### src/rtl/strobe_counter.sv
// Parameterised event/sequence counter for SD-card read datapath word/bit/CRC counting.
// Optional synchronous clear port `clr` is enabled by defining STROBE_COUNTER_SYNC_CLR_EN.
module strobe_counter #(
  parameter int          DW   = 8,
  parameter int unsigned MAX  = 32'h40,
  parameter int          MODE = 0
) (
  input  logic          clk,
  input  logic          reset,
`ifdef STROBE_COUNTER_SYNC_CLR_EN
  input  logic          clr,
`endif
  input  logic          enable,
  input  logic          start_strb,
  output logic [DW-1:0] cntr,
  output logic          strb,
  output logic          busy
);

  localparam longint unsigned LIMIT = 64'd1 << DW;

  if (DW < 1 || DW > 32) begin : g_bad_dw
    $error("strobe_counter: DW must be in 1..32");
  end
  if (64'(MAX) >= LIMIT) begin : g_bad_max
    $error("strobe_counter: MAX must be below 2**DW");
  end
  if (MODE != 0 && MODE != 1) begin : g_bad_mode
    $error("strobe_counter: MODE must be 0 or 1");
  end

  localparam logic [DW-1:0] MAX_C    = MAX[DW-1:0];
  localparam logic [DW-1:0] ONE      = DW'(1);
  // MAX == 0 is degenerate: in MODE 0 the counter and strobe stay at 0 forever.
  localparam bit            MAX_ZERO = (MAX == 0);

  logic [DW-1:0] cntr_d;
  logic [DW-1:0] cntr_inc;
  logic          strb_d;
  logic          busy_d;

  assign cntr_inc = cntr + ONE;

  always_comb begin
    // NOTE: every output of this block gets a default first so no latch is inferred.
    cntr_d = cntr;
    strb_d = strb;
    busy_d = busy;

    if (MODE == 0) begin
      busy_d = 1'b0;
      if (MAX_ZERO) begin
        cntr_d = '0;
        strb_d = 1'b0;
      end else if (strb) begin
        // Terminal cycle auto-clears, but an event arriving now is still counted.
        cntr_d = enable ? ONE : '0;
        strb_d = enable && (ONE == MAX_C);
      end else if (enable) begin
        cntr_d = cntr_inc;
        strb_d = (cntr_inc == MAX_C);
      end
    end else begin
      if (start_strb) begin
        cntr_d = '0;
        busy_d = 1'b1;
        strb_d = MAX_ZERO;
      end else if (busy && enable) begin
        if (cntr == MAX_C) begin
          cntr_d = '0;
          busy_d = 1'b0;
          strb_d = 1'b0;
        end else begin
          cntr_d = cntr_inc;
          strb_d = (cntr_inc == MAX_C);
        end
      end else if (!busy) begin
        cntr_d = '0;
        strb_d = 1'b0;
      end
    end

`ifdef STROBE_COUNTER_SYNC_CLR_EN
    if (clr) begin
      cntr_d = '0;
      strb_d = 1'b0;
      busy_d = 1'b0;
    end
`endif
  end

  always_ff @(posedge clk or negedge reset) begin
    if (!reset) begin
      cntr <= '0;
      strb <= 1'b0;
      busy <= 1'b0;
    end else begin
      // NOTE: state registers use non-blocking assignment so all three update together.
      cntr <= cntr_d;
      strb <= strb_d;
      busy <= busy_d;
    end
  end

endmodule

### config.mk
export PLATFORM = sky130hd
export DESIGN_NAME = strobe_counter
export DESIGN_NICKNAME = d
export VERILOG_FILES = /design/src/rtl/strobe_counter.sv
export SDC_FILE = /design/constraint.sdc
export NUM_CORES = 1
export LEC_CHECK = 0
export ABC_AREA = 1
export BUFFER_PORTS_ARGS = -buffer_cell sky130_fd_sc_hd__buf_2
export CAP_MARGIN = 20
export CORE_AREA = 4 4 41 43
export CTS_CLUSTER_SIZE = 28
export DETAILED_ROUTE_END_ITERATION = 10
export DIE_AREA = 0 0 45 47
export PLACE_DENSITY = 0.68
export SLEW_MARGIN = 20
export SYNTH_ARGS = -nofsm -noshare
export SYNTH_HDL_FRONTEND = slang
export SYNTH_SLANG_ARGS = --single-unit
### constraint.sdc
create_clock -name clk -period 1.34 [get_ports clk]
set_input_delay 0.268 -clock clk [delete_from_list [all_inputs] [get_ports clk]]
set_output_delay 0.268 -clock clk [all_outputs]
set_load 0.005 [all_outputs]
==> flow_metrics.py <==
metrics = {
    "clocking": {
        "cts.clk_slew.worst_paths_ps": 60,
        "clk_latency_ps": 270,
        "cts.sinks": 9,
        "root_buffer": "clkbuf_4",
        "clk_path_buf_depth": 2,
        "cts_tree": "built",
        "numCtsBuffers": 3,
        "htree_levels": 1,
        "postCtsSetupBuffers": 0,
    },
    "route": {
        "vias_per_cell": 4.98,
        "wl_per_cell_um": 11.1,
        "antenna_left": 0,
        "drc": 0,
        "wl_um": 1170,
        "drt_iter0_drc": 15,
        "drt_first_pass_iters": 4,
        "vias": 523,
    },
    "worst_setup_path": {
        "critPathLaunchType": "flop",
        "rrSetupSlack_ps": 130,
        "max_stage_delay_ps": 410,
        "path_max_fanout": 5,
        "r2r_start": "cntr[0]",
        "cp_cell_sequence": "buf_4 -> buf_2",
        "r2r_cells": 9,
        "critical-path-slowest-cell": "dfrtp_1",
        "critPathKind": "flop to primary output",
        "endpoint_kind": "primary output",
        "critPathArrivalTime_ps": 960,
        "r2r_end": "strb",
        "cp_top_family": "flip-flops",
        "critPathBufInv": 2,
        "crit_required_ps": 1070,
    },
    "global_route": {
        "grt_pass1_vias": 479,
        "antenna_found_initial": 0,
        "grt-ovfl-total": 0,
        "grt_start_max_net_pins": 10,
        "track_usage_pct": 13.6,
        "grt_pass1_wl_um": 1970,
    },
    "sta": {
        "slew_viol_final": 0,
        "min_period_ps": 1230,
        "fmax_mhz": 814,
        "rsz0062_at_grt": "yes",
        "skew_ps": 6.43,
        "finalSetupViolations": 0,
        "fin_setup_tns_ps": 0,
        "finalCritPeriodShare_pct": 91.7,
        "hold_viol_final": 0,
    },
    "cells_and_area": {
        "area_delta_synth_final_pct": 26.2,
        "nets": 97,
        "antenna_cells": 0,
        "layout-drive-gt1-share_pct": 38.9,
        "utilization_pct": 54.6,
    },
    "synth": {
        "ys_seq_area_share_pct": 40.0,
        "synthesis.area_um2": 563,
        "synth_compound_gate_area_share_pct": 10.4,
        "synth_top_family_by_area": "simple AND/OR/NAND/NOR gates",
        "yosys.area_share.adder_pct": 4.44,
        "synth_top_area_share_pct": 40.0,
        "synthMuxAreaShare_pct": 0,
        "synth_warnings": 0,
        "synthCells": 72,
        "synth.net_count": 78,
        "synth.area.top_cells": "dfrtp_1 40%, nand2_1 13%, inv_1 6.0%",
        "synth-simple-area-share_pct": 36.4,
        "synthXorXnorAreaFrac_pct": 0,
        "avgSynthCellArea_um2": 7.82,
        "synth_top_area_cell": "dfrtp_1",
        "synthDistinctLibCells": 21,
        "synth_seq_cells": 9,
    },
    "place": {
        "gp_congestion": 0.766,
        "io_buffer_count": 11,
        "dp_hpwl_um": 884,
    },
    "floorplan": {
        "die_y_um": 47,
        "die_area_um2": 2120,
        "core-area_um2": 1300,
        "ios": 14,
        "initial_core_util_pct": 43.3,
        "fp.dieW_um": 45,
        "rows": 13,
    },
    "run": {
        "cap_violations": 0,
    },
    "outcome": {
        "status": "complete, no violations",
    },
    "worst_hold_path": {
        "hold_class": "primary input to flop",
        "min-delay-start": "enable",
        "min_path_cells": 3,
        "hold_end": "cntr[0]",
    },
    "power_and_ir_drop": {
        "ir_drop_mv": 1.10,
        "power_leakage_nw": 0.365,
        "p_per_area_nw_per_um2": 1660,
    },
}
[through the flow]
step	power, mW	setup slack [ps]	instances	hold WS, ps	area, µm²
after floorplan	0.756	51.1	72	-27.6	563
after detailed placement	0.933	30.4	100	133	652
after CTS	1.15	26.1	105	287	688
after global placement	0.923	44.3	100	132	652
after global routing	1.27	-17.9	105	339	711
final	1.18	112	105	278	711
[cell usage in the layout, fill, tap and decap left out, drive strengths merged, types with 2 or more instances in the layout]
cell type,n
nand2,23
o22ai,2
dfrtp,9
inv,10
buf,14
a22o,2
nand3,6
o21ai,4
nor2,9
ha,2
clkbuf,4
[state kept, by name, indices dropped and copies added, names as in the netlist]
name  count
strb      1
cntr      8
[worst max path at each step]
stage	start	to	slack [ps]	cells past startpoint
global placement	cntr[0]	strb	40	9
floorplan	cntr[1]	strb	50	9
global route	cntr[0]	strb	-20	9
finish	cntr[1]	cntr[1]	110	2
detailed placement	cntr[0]	strb	30	9
CTS	cntr[0]	strb	30	9
[worst min-delay path, cell delays in order]
cell,delay (ps)
buf_2,90
o21ai_0,60
o21ai_0,70
[final cells by class]
| type | count | area, µm² |
|---|---|---|
| Clock buffer | 4 | 26.3 |
| Fill cell | 132 | 591 |
| Timing Repair Buffer | 15 | 87.6 |
| Tap cell | 15 | 18.8 |
| Multi-Input combinational cell | 52 | 315 |
| Sequential cell | 9 | 225 |
| Inverter | 10 | 37.5 |
[metal layers]
metal	share of wire, %	track usage [%]
met1	45	16.9
met2	45	20.6
met3	6.5	2.68
met4	3.1	10.5
met5	0	0
[synthesized netlist by cell type]
cell type   n
nand3_2     1
o21ai_0     3
conb_1      1
o22ai_1     2
nand2_2     4
nor3_2      1
nand3_1     5
o21ai_1     1
inv_1       9
buf_4       1
nor2_4      2
nor2_2      3
inv_2       1
o21bai_1    1
a22o_1      1
dfrtp_1     9
ha_1        2
nand2_1    19
nor2_1      4
nand3b_1    1
a22o_2      1
[power breakdown]
part / leakage (nW) / switching, mW / internal, mW
clock: 0.0150 / 0.0979 / 0.115
sequential: 0.118 / 0.100 / 0.349
combinational: 0.232 / 0.286 / 0.231
total: 0.365 / 0.484 / 0.695
[timing repair]
action                                  CTS  global route
endpoints found under the setup margin    0             1
gates resized for setup                   0             6
hold endpoints to repair                  9             0
hold buffers                              1             0
[cells by family after synthesis]
group,count (synthesis)
other,1
AOI/OAI and AO/OA,9
and+or+nand+nor,40
buffers and inverters,11
DFF,9
adders and majority gates,2
Power figures use the tool's default switching activity.
